--- src/rtl/spi_frame_decoder.sv ---
// spi_frame_decoder: parses the SPI byte stream (header, length, payload) into one-byte I2C commands.
// Latency: every output is registered; a byte or response at edge N is acted on by edge N+1.
// Backpressure: cmd_valid_o is held until cmd_ready_i, with one command outstanding; there is no backpressure on the SPI side.
// Ports: clk_i/reset_i (async, active-high); frame_active_i, rx_data_i, rx_valid_i from spi_slave; tx_data_o to spi_slave;
//        cmd_* command channel to the I2C master; rsp_* completion from it; busy_o/err_o/overflow_o status.
module spi_frame_decoder #(
  parameter int WIDTH = 8,
  parameter int DEPTH = 8
) (
  input  logic             clk_i,
  input  logic             reset_i,
  input  logic             frame_active_i,
  input  logic [WIDTH-1:0] rx_data_i,
  input  logic             rx_valid_i,
  output logic [WIDTH-1:0] tx_data_o,
  output logic             cmd_valid_o,
  input  logic             cmd_ready_i,
  output logic [6:0]       cmd_addr_o,
  output logic             cmd_rw_o,
  output logic [WIDTH-1:0] cmd_data_o,
  output logic             cmd_first_o,
  output logic             cmd_last_o,
  output logic             cmd_abort_o,
  input  logic             rsp_valid_i,
  input  logic [WIDTH-1:0] rsp_data_i,
  input  logic             rsp_nack_i,
  output logic             busy_o,
  output logic             err_o,
  output logic             overflow_o
);
  localparam int AW = (DEPTH > 1) ? $clog2(DEPTH) : 1;
  localparam logic [3:0] FULL_CNT = 4'(DEPTH);

  localparam logic [2:0] S_IDLE  = 3'd0;
  localparam logic [2:0] S_LEN   = 3'd1;
  localparam logic [2:0] S_WR    = 3'd2;
  localparam logic [2:0] S_RD    = 3'd3;
  localparam logic [2:0] S_DRAIN = 3'd4;
  localparam logic [2:0] S_DONE  = 3'd5;

  logic [2:0]       state_q, state_d;
  logic [6:0]       addr_q, addr_d;
  logic             rw_q, rw_d;
  logic [4:0]       count_q, count_d;    // frame length, 1..16
  logic [4:0]       rx_cnt_q, rx_cnt_d;  // payload/dummy bytes seen
  logic [4:0]       issued_q, issued_d;  // commands presented
  logic [4:0]       done_q, done_d;      // responses received
  logic             pend_q, pend_d;      // accepted command awaiting its response
  logic             last_acc_q, last_acc_d;
  logic             cmd_valid_q, cmd_valid_d;
  logic [6:0]       cmd_addr_q, cmd_addr_d;
  logic             cmd_rw_q, cmd_rw_d;
  logic [WIDTH-1:0] cmd_data_q, cmd_data_d;
  logic             cmd_first_q, cmd_first_d;
  logic             cmd_last_q, cmd_last_d;
  logic             abort_q, abort_d;
  logic             busy_q, busy_d;
  logic             err_q, err_d;
  logic             ovf_q, ovf_d;
  logic [WIDTH-1:0] tx_q, tx_d;

  logic [WIDTH-1:0] mem_q [DEPTH];
  logic [AW-1:0]    wr_ptr_q, wr_ptr_d, rd_ptr_q, rd_ptr_d;
  logic [3:0]       fcnt_q, fcnt_d;

  logic             push, pop, flush, hs, rsp, issue;
  logic [WIDTH-1:0] push_dat;
  logic [7:0]       status;

  assign status = {busy_q, err_q, ovf_q, 1'b0, fcnt_q};

  always_comb begin
    state_d     = state_q;
    addr_d      = addr_q;
    rw_d        = rw_q;
    count_d     = count_q;
    rx_cnt_d    = rx_cnt_q;
    issued_d    = issued_q;
    done_d      = done_q;
    pend_d      = pend_q;
    last_acc_d  = last_acc_q;
    cmd_valid_d = cmd_valid_q;
    cmd_addr_d  = cmd_addr_q;
    cmd_rw_d    = cmd_rw_q;
    cmd_data_d  = cmd_data_q;
    cmd_first_d = cmd_first_q;
    cmd_last_d  = cmd_last_q;
    abort_d     = 1'b0;
    err_d       = err_q;
    ovf_d       = ovf_q;
    push        = 1'b0;
    pop         = 1'b0;
    flush       = 1'b0;
    issue       = 1'b0;
    push_dat    = rx_data_i;
    hs          = cmd_valid_q & cmd_ready_i;
    rsp         = rsp_valid_i & pend_q;

    // A write byte stays at the FIFO head until the master takes it, so a
    // stalled master leaves the full FIFO depth available for payload.
    if (hs) begin
      cmd_valid_d = 1'b0;
      pend_d      = 1'b1;
      last_acc_d  = cmd_last_q;
      pop         = (state_q == S_WR);
    end
    if (rsp) begin
      pend_d = 1'b0;
      done_d = done_q + 5'd1;
    end

    case (state_q)
      S_IDLE: begin
        if (frame_active_i && rx_valid_i) begin
          addr_d  = rx_data_i[7:1];
          rw_d    = rx_data_i[0];
          err_d   = 1'b0;
          ovf_d   = 1'b0;
          flush   = 1'b1;
          state_d = S_LEN;
        end
      end
      S_LEN: begin
        if (!frame_active_i) begin
          state_d = S_IDLE;
        end else if (rx_valid_i) begin
          count_d    = {1'b0, rx_data_i[3:0]} + 5'd1;
          rx_cnt_d   = 5'd0;
          issued_d   = 5'd0;
          done_d     = 5'd0;
          last_acc_d = 1'b0;
          state_d    = rw_q ? S_RD : S_WR;
        end
      end
      S_WR, S_RD: begin
        if (!frame_active_i) begin
          // No abort once the STOP-carrying byte has been accepted.
          if ((cmd_valid_q || pend_q || issued_q != count_q) && !last_acc_q && !(hs && cmd_last_q))
            abort_d = 1'b1;
          cmd_valid_d = 1'b0;
          state_d     = S_DRAIN;
        end else if (rsp && rsp_nack_i) begin
          err_d   = 1'b1;
          abort_d = !last_acc_q;
          flush   = 1'b1;
          state_d = S_DONE;
        end else if (state_q == S_WR) begin
          if (rx_valid_i && rx_cnt_q != count_q) begin
            rx_cnt_d = rx_cnt_q + 5'd1;
            if (fcnt_q == FULL_CNT && !pop) begin
              ovf_d = 1'b1;
              err_d = 1'b1;
            end else begin
              push = 1'b1;
            end
          end
          issue = (fcnt_q != 4'd0);
          if (rsp && done_d == count_q) begin
            flush   = 1'b1;
            state_d = S_DONE;
          end
        end else begin
          if (rx_valid_i && rx_cnt_q != count_q) begin
            rx_cnt_d = rx_cnt_q + 5'd1;
            if (fcnt_q != 4'd0) pop = 1'b1;
            else                err_d = 1'b1;
          end
          if (rsp) begin
            push_dat = rsp_data_i;
            if (fcnt_q == FULL_CNT && !pop) begin
              ovf_d = 1'b1;
              err_d = 1'b1;
            end else begin
              push = 1'b1;
            end
          end
          issue = 1'b1;
          if (done_d == count_q && rx_cnt_d == count_q) begin
            flush   = 1'b1;
            state_d = S_DONE;
          end
        end
      end
      S_DRAIN: begin
        cmd_valid_d = 1'b0;
        if (!pend_q || rsp) begin
          flush   = 1'b1;
          state_d = frame_active_i ? S_DONE : S_IDLE;
        end
      end
      S_DONE: begin
        if (!frame_active_i) state_d = S_IDLE;
      end
      default: state_d = S_IDLE;
    endcase

    if (issue && !cmd_valid_q && !pend_q && issued_q != count_q) begin
      cmd_valid_d = 1'b1;
      cmd_addr_d  = addr_q;
      cmd_rw_d    = rw_q;
      cmd_data_d  = rw_q ? '0 : mem_q[rd_ptr_q];
      cmd_first_d = (issued_q == 5'd0);
      cmd_last_d  = (issued_q == count_q - 5'd1);
      issued_d    = issued_q + 5'd1;
    end
  end

  always_comb begin
    wr_ptr_d = wr_ptr_q;
    rd_ptr_d = rd_ptr_q;
    fcnt_d   = fcnt_q;
    if (flush) begin
      wr_ptr_d = '0;
      rd_ptr_d = '0;
      fcnt_d   = 4'd0;
    end else begin
      if (push) wr_ptr_d = wr_ptr_q + 1'b1;
      if (pop)  rd_ptr_d = rd_ptr_q + 1'b1;
      fcnt_d = fcnt_q + {3'b0, push} - {3'b0, pop};
    end
    busy_d = (state_d != S_IDLE);
    // Once a response has arrived, an empty FIFO in RD means the host is
    // reading faster than the I2C side delivers, so 0xFF marks the gap.
    if (state_q == S_RD && fcnt_q != 4'd0) tx_d = mem_q[rd_ptr_q];
    else if (state_q == S_RD && done_q != 5'd0) tx_d = 8'hFF;
    else tx_d = status;
  end

  always_ff @(posedge clk_i) begin
    if (push && !flush) mem_q[wr_ptr_q] <= push_dat;
  end

  always_ff @(posedge clk_i or posedge reset_i) begin
    if (reset_i) begin
      state_q     <= S_IDLE;
      addr_q      <= '0;
      rw_q        <= 1'b0;
      count_q     <= '0;
      rx_cnt_q    <= '0;
      issued_q    <= '0;
      done_q      <= '0;
      pend_q      <= 1'b0;
      last_acc_q  <= 1'b0;
      cmd_valid_q <= 1'b0;
      cmd_addr_q  <= '0;
      cmd_rw_q    <= 1'b0;
      cmd_data_q  <= '0;
      cmd_first_q <= 1'b0;
      cmd_last_q  <= 1'b0;
      abort_q     <= 1'b0;
      busy_q      <= 1'b0;
      err_q       <= 1'b0;
      ovf_q       <= 1'b0;
      tx_q        <= '0;
      wr_ptr_q    <= '0;
      rd_ptr_q    <= '0;
      fcnt_q      <= '0;
    end else begin
      state_q     <= state_d;
      addr_q      <= addr_d;
      rw_q        <= rw_d;
      count_q     <= count_d;
      rx_cnt_q    <= rx_cnt_d;
      issued_q    <= issued_d;
      done_q      <= done_d;
      pend_q      <= pend_d;
      last_acc_q  <= last_acc_d;
      cmd_valid_q <= cmd_valid_d;
      cmd_addr_q  <= cmd_addr_d;
      cmd_rw_q    <= cmd_rw_d;
      cmd_data_q  <= cmd_data_d;
      cmd_first_q <= cmd_first_d;
      cmd_last_q  <= cmd_last_d;
      abort_q     <= abort_d;
      busy_q      <= busy_d;
      err_q       <= err_d;
      ovf_q       <= ovf_d;
      tx_q        <= tx_d;
      wr_ptr_q    <= wr_ptr_d;
      rd_ptr_q    <= rd_ptr_d;
      fcnt_q      <= fcnt_d;
    end
  end

  assign tx_data_o   = tx_q;
  assign cmd_valid_o = cmd_valid_q;
  assign cmd_addr_o  = cmd_addr_q;
  assign cmd_rw_o    = cmd_rw_q;
  assign cmd_data_o  = cmd_data_q;
  assign cmd_first_o = cmd_first_q;
  assign cmd_last_o  = cmd_last_q;
  assign cmd_abort_o = abort_q;
  assign busy_o      = busy_q;
  assign err_o       = err_q;
  assign overflow_o  = ovf_q;

endmodule

--- config.mk ---
export PLATFORM = sky130hd
export DESIGN_NAME = spi_frame_decoder
export DESIGN_NICKNAME = d
export VERILOG_FILES = /design/src/rtl/spi_frame_decoder.sv
export SDC_FILE = /design/constraint.sdc
export NUM_CORES = 1
export LEC_CHECK = 0
export BUFFER_PORTS_ARGS = -buffer_cell sky130_fd_sc_hd__buf_2
export CAP_MARGIN = 20
export CORE_ASPECT_RATIO = 1.4
export CORE_MARGIN = 8
export CORE_UTILIZATION = 58
export DETAILED_ROUTE_END_ITERATION = 7
export PLACE_DENSITY = 0.89
export SYNTH_ARGS = -nofsm -noshare
export SYNTH_HDL_FRONTEND = slang
export SYNTH_SLANG_ARGS = --single-unit
--- constraint.sdc ---
create_clock -name clk_i -period 6.29 [get_ports clk_i]
set_input_delay 0 -clock clk_i [delete_from_list [all_inputs] [get_ports clk_i]]
set_output_delay 0 -clock clk_i [all_outputs]
set_load 0.05 [all_outputs]
==> results.toml, run 1 <==
[run_status]
outcome = "finished, final reports clean"

[yosys]
synth_area_leader_cell = "edfxtp_1"
synth_seq_area_share_pct = 55.5
synthArstFlopShare_pct = 53.6
post_synth_main_area_contributors = "edfxtp_1 (28%), dfrtp_1 (27%), mux4_2 (5.3%), mux2_2 (4.1%), ha_1 (2.8%)"
synth_ff_type = "dfrtp_1"
synth_top_area_share_pct = 28.3
ys.warnings.count = 0
synth.ff_latch_count = 138
netlist_area_um2 = 6800
yosysUniqueCellTypes = 76
synth_enable_flop_cells = 64
postSynthAreaPerCell_um2 = 12.9
postSynthNetCount = 568
netlist_instances = 529

[clock_network]
tritoncts_num_sinks = 138
htree_levels = 4
cts_tree = "yes"
cts_root_buffer = "clkbuf_16"
clock_latency_ns = 0.42
worst_setup_hold_path_clk_slew_ns = 0.06
clock_path_buffers = 2
post_cts_resize_count = 0
total_clock_buffers_created_by_cts = 17

[die]
fp.dieArea_um2 = 15500
die_w_um = 108
die_h_um = 144
initial_core_util_pct = 58.4
placementRows = 47
core_um2 = 11600
io-pin-count = 54

[layout]
final_common_cell = "dfrtp_1"
syn2layout_area_growth_pct = 15.3
final_cell_mix = "dfrtp_1 (74), edfxtp_1 (64), buf_2 (54), nand2_1 (33), nor2_1 (28)"
instances_no_fill = 752
nFillCells = 772
nNetsFinal = 631
fraction_of_final_layout_cells_sized_beyond_drive_strength_1_pct = 26.6
n_antenna_cell = 0

[critical_path]
critical_path_cell_count = 11
critPathMaxStageDelay_ns = 0.72
cpLargestDelayFamily = "adder cells"
regToRegStartpoint = "fcnt_q[2]"
timing.reg2reg.setup_slack_ns = 2.96
r2r_cells = 11
critical_path.slowest_cell = "nor3b_1"
worst_setup_path_endpoint = "fcnt_q[1]"
worstReg2RegEnd = "fcnt_q[1]"
cp-start-kind = "flip-flop"
critical_path_class = "flip-flop to flip-flop"
number_of_buffer_and_inverter_stages_on_the_critical_path = 2
cp.arrival_ns = 3.61
path_cells = "inv_1 > ha_1 > nor3b_1 > a211oi_2 > o21ai_2 > and2_4 > ha_1 > inv_1 > ha_1 > fa_1 > a21boi_1"
worst-path-max-fanout = 9
setup.worst_path.start = "fcnt_q[2]"
timing.critical_path.to_type = "flip-flop"
required_ns = 6.57
cpMostUsedCell = "ha_1"

[pwr]
worst_ir_drop_vdd_mv = 0.280
leakage_nw = 3.17
total_power_mw = 3.23
power.density_cell_area_nw_per_um2 = 411

[global_routing]
number_of_antenna_violations_at_the_first_check_in_global_routing = 0
grt_remaining_overflow = 0
grt_first_pass_wirelength_um = 27900
maximum_number_of_pins_on_one_net_before_global_route_repair = 75
first_global_vias = 5188
grt_util_all_layers_pct = 24.0

[sta]
finalCritPeriodShare_pct = 52.9
slew_headroom_pct = 25.9
hold_viol = 0
timing.fmax_ghz = 0.301
timing.setup.tns_ns = 0
final_clock_skew_ns = 0.00676
finalWorstPathRequiredPeriod_ns = 3.33
grt_setup_unrepaired = "false"
finalSetupViolCount = 0
drv_slew = 0
holdWs_ns = 0.0278
slew_at_the_pin_closest_to_its_max_slew_limit_ns = 1.10

[route]
total_wirelength_of_the_detailed_routed_design_um = 17800
drtIter0Drc = 429
route.vias.total = 4826
first_pass_drt_iterations = 5
drt-vias-per-instance = 6.42
route.detailed.drc = 0
final_antenna_net_count = 0
routedWlPerCell_um = 23.6

[flow_run]
max_cap_viols = 0

[placement]
hpwl_um = 11800
finalWeightedCongestion = 0.902
buffer_ports.inserted = 53
placed_cells_incl_taps = 705

[min_path]
worstHoldPathType = "primary input to flip-flop"
-- stage by stage --
step | setup WS [ns] | cell area [um^2] | utilization (%)
floorplan | 3.39 | 6800 | -
CTS | 2.98 | 7800 | 67.0
global route | 2.84 | 7850 | 67.4
finish | 2.96 | 7850 | 67.4
global placement | 3.10 | 7130 | 61.2
detailed placement | 3.01 | 7130 | 61.2
-- worst register-to-register path, stage by stage (launching register included) --
cell and delay, ns:
dfrtp_1 0.38, inv_1 0.11, ha_1 0.19, nor3b_1 0.72
a211oi_2 0.13, o21ai_2 0.30, and2_4 0.27, ha_1 0.26
inv_1 0.07, ha_1 0.20, fa_1 0.42, a21boi_1 0.13
-- cells in the mapped netlist, drive strengths merged (4+ instances only) --
cell type	count
and3	7
mux4	16
mux2i	9
a22oi	6
xor2	12
inv	18
nand4	7
a211oi	4
edfxtp	64
mux2	25
clkbuf	9
dfrtp	74
xnor2	20
nand2b	7
a21o	5
nor2	28
o22ai	4
a21boi	4
o21ai	24
and2	5
nand3	16
nor4	6
ha	15
o31ai	11
nand2	35
nor2b	4
nor3	7
buf	20
a21oi	24
-- power by group --
part           leakage [nW]  internal [mW]  total [mW]  switching [mW]
Sequential             1.56           1.08        1.24           0.164
Combinational          1.34          0.372        1.05           0.677
Clock                 0.275          0.545       0.937           0.392
-- layout make-up --
class / count / area (um^2) / area share [%]
Sequential cell: 138 / 3770 / 48.1
Multi-Input combinational cell: 344 / 2810 / 35.8
Timing Repair Buffer: 73 / 463 / 5.90
Clock buffer: 18 / 429 / 5.47
Tap cell: 147 / 184 / 2.34
Clock inverter: 14 / 124 / 1.58
Inverter: 18 / 67.6 / 0.861
-- timing repair --
action,in CTS,in global routing
endpoints found under the hold margin,88,0
setup endpoints to repair,0,0
setup buffers,0,0
hold buffers,12,0
-- cells by family after synthesis --
group	Yosys count	synth area share, %
AND/OR/NAND/NOR	139	11.5
flip-flops	138	55.5
AO/OA/AOI/OAI	106	11.0
multiplexers	50	10.8
buffers and inverters	47	3.29
XOR/XNOR	33	4.91
adder cells (fa/ha/maj)	16	3.05
-- worst min path at each step --
stage	to	start	slack, ns	cells after the start
floorplan	cmd_valid_o	cmd_ready_i	0.1	1
global placement	cmd_valid_o	cmd_ready_i	0.22	2
detailed placement	cmd_valid_o	cmd_ready_i	0.23	2
CTS	mem_q[0][5]	rsp_data_i[5]	0.02	2
global route	mem_q[3][5]	rsp_data_i[5]	0.03	2
finish	mem_q[3][5]	rsp_data_i[5]	0.03	2
-- flip-flops by register name (all words and copies together), names as in the netlist, 4 cells and up --
register and cells:
addr_q 7, cmd_addr_o 7, cmd_data_o 8, count_q 5, done_q 5, fcnt_q 4
issued_q 5, mem_q 64, rx_cnt_q 5, tx_data_o 8
-- layer usage --
metal  routed length (um)  GRT usage, %  up-vias
met1                 6310          26.7     2373
met5                    0             0        -
met4                  945          16.1        0
met3                 1330          5.58       80
li1                     -             -     2099
met2                 9170          40.2      274
No activity file was read; power rests on OpenSTA's default activity.
==> run 2, diff against run 1 <==
clock period = 3.1 ns   (was 6.29 ns; I/O delays follow)
==> results.toml, run 2 (synthesis results as in run 1) <==
[run_status]
outcome = "finished, final reports clean"

[die]
initial_core_util_pct = 58.4
fp.dieArea_um2 = 15500
io-pin-count = 54
die_w_um = 108
die_h_um = 144
placementRows = 47
core_um2 = 11600

[sta]
grt_setup_unrepaired = "false"
slew_at_the_pin_closest_to_its_max_slew_limit_ns = 0.833
finalSetupViolCount = 0
holdWs_ns = 0.0401
timing.setup.tns_ns = 0
hold_viol = 0
finalCritPeriodShare_pct = 94.3
timing.fmax_ghz = 0.342
final_clock_skew_ns = 0.00733
drv_slew = 0
postLayoutSetupSlackWorst_ns = 0.177
slew_headroom_pct = 44.4
finalWorstPathRequiredPeriod_ns = 2.92

[global_routing]
grt_first_pass_wirelength_um = 27600
number_of_antenna_violations_at_the_first_check_in_global_routing = 0
maximum_number_of_pins_on_one_net_before_global_route_repair = 40
grt_remaining_overflow = 0
grt_util_all_layers_pct = 23.7
first_global_vias = 5036

[route]
routedWlPerCell_um = 23.1
route.detailed.drc = 0
top_layer = "met4"
wl_met1_um = 6330
drt-vias-per-instance = 6.28
met3WireLength_um = 1240
drtIter0Drc = 328
total_wirelength_of_the_detailed_routed_design_um = 17800
first_pass_drt_iterations = 5
detailroute.wirelength.met2_um = 9430
final_antenna_net_count = 0
route.vias.total = 4826

[pwr]
total_power_mw = 6.69
worst_ir_drop_vdd_mv = 0.415
power.density_cell_area_nw_per_um2 = 837
leakage_nw = 3.27

[critical_path]
required_ns = 3.37
critical_path.slowest_cell = "nor4b_4"
cp.arrival_ns = 3.20
regToRegStartpoint = "rx_cnt_q[0]"
critPathMaxStageDelay_ns = 0.45
cp-start-kind = "flip-flop"
timing.reg2reg.setup_slack_ns = 0.18
r2r_cells = 10
critical_path_class = "flip-flop to flip-flop"
worst-path-max-fanout = 5
cpMostUsedCell = "ha_1"
timing.critical_path.to_type = "flip-flop"
worst_setup_path_endpoint = "fcnt_q[2]"
setup.worst_path.start = "rx_cnt_q[0]"
worstReg2RegEnd = "fcnt_q[2]"
path_cells = "xor2_2 > nor4b_4 > a211oi_4 > a31o_2 > ha_1 > inv_1 > ha_1 > fa_1 > xnor2_1 > a21oi_1"

[clock_network]
clock_path_buffers = 2
htree_levels = 4
cts_tree = "yes"
tritoncts_num_sinks = 138
clock_latency_ns = 0.42
cts_root_buffer = "clkbuf_16"
total_clock_buffers_created_by_cts = 17
worst_setup_hold_path_clk_slew_ns = 0.06

[layout]
final_cell_mix = "dfrtp_1 (74), edfxtp_1 (64), buf_2 (53), nand2_1 (33), nor2_1 (28)"
fraction_of_final_layout_cells_sized_beyond_drive_strength_1_pct = 28.6
syn2layout_area_growth_pct = 17.5
final_common_cell = "dfrtp_1"
largest_register_ffs = 64
nNetsFinal = 648
post_layout_util_pct = 68.6
max_flop_register = "mem_q"
n_antenna_cell = 0

[flow_run]
max_cap_viols = 0

[placement]
hpwl_um = 12400
post-place-ws_ns = 0.158
buffer_ports.inserted = 53
finalWeightedCongestion = 0.914

[min_path]
worstHoldPathType = "primary input to flip-flop"
min_delay_path_depth = 2
hold_path.startpoint = "rsp_data_i[2]"
## run 2: changes by cell type in the layout (fill, tap and decap cells not counted), moves of 2 or more
cell,before,now
buf_4,5,25
inv_8,0,5
clkinv_2,5,2
clkinv_4,4,2
## run 2: report_power, final
group	internal (mW)	switching, mW	leakage (nW)
sequential	2.18	0.280	1.56
clock	1.14	0.857	0.290
combinational	0.805	1.43	1.42
total	4.12	2.56	3.27
## run 2: cell type report
| type | instances | area [um^2] |
|---|---|---|
| flip-flops and latches | 138 | 3770 |
| inverters | 18 | 67.6 |
| repair buffers | 90 | 573 |
| clock inverters | 15 | 153 |
| fillers | 784 | 3650 |
| clock buffers | 17 | 425 |
| well taps | 147 | 184 |
| multi-input cells | 344 | 2820 |
## run 2: timing repair
item | 4_1_cts | 5_1_grt
gates resized for setup | 0 | 1
hold buffers | 12 | 0
endpoints found under the setup margin | 0 | 3
buffers inserted | 0 | 1
endpoints found under the hold margin | 49 | 0
## run 2: per-layer routing
layer / track usage [%] / vias up
met5: 0 / -
met4: 13.6 / 0
met3: 4.28 / 61
met2: 41.6 / 250
met1: 26.4 / 2386
li1: - / 2129
## run 2: worst min-delay path by stage
stage                   to  slack, ns
2_1_floorplan  cmd_valid_o        0.1
3_3_place_gp     addr_q[2]       0.18
3_5_place_dp     addr_q[2]       0.20
4_1_cts        mem_q[2][2]       0.03
5_1_grt        mem_q[0][6]       0.05
6_report       mem_q[1][2]       0.04
## run 2: worst max-delay path, delay by kind of cell, from the launching register on
kind	cells	cell delay, ns
buf+inv	1	0.04
fa+ha+maj	3	0.88
compound gates	3	0.52
xor+xnor	2	0.44
simple gates	1	0.45
flops	1	0.44
## run 2: per-stage QoR
stage / std cells / area, um^2
2_1_floorplan: 529 / 6800
3_3_place_gp: 724 / 7280
3_5_place_dp: 724 / 7280
4_1_cts: 768 / 7970
5_1_grt: 769 / 7990
6_report: 769 / 7990
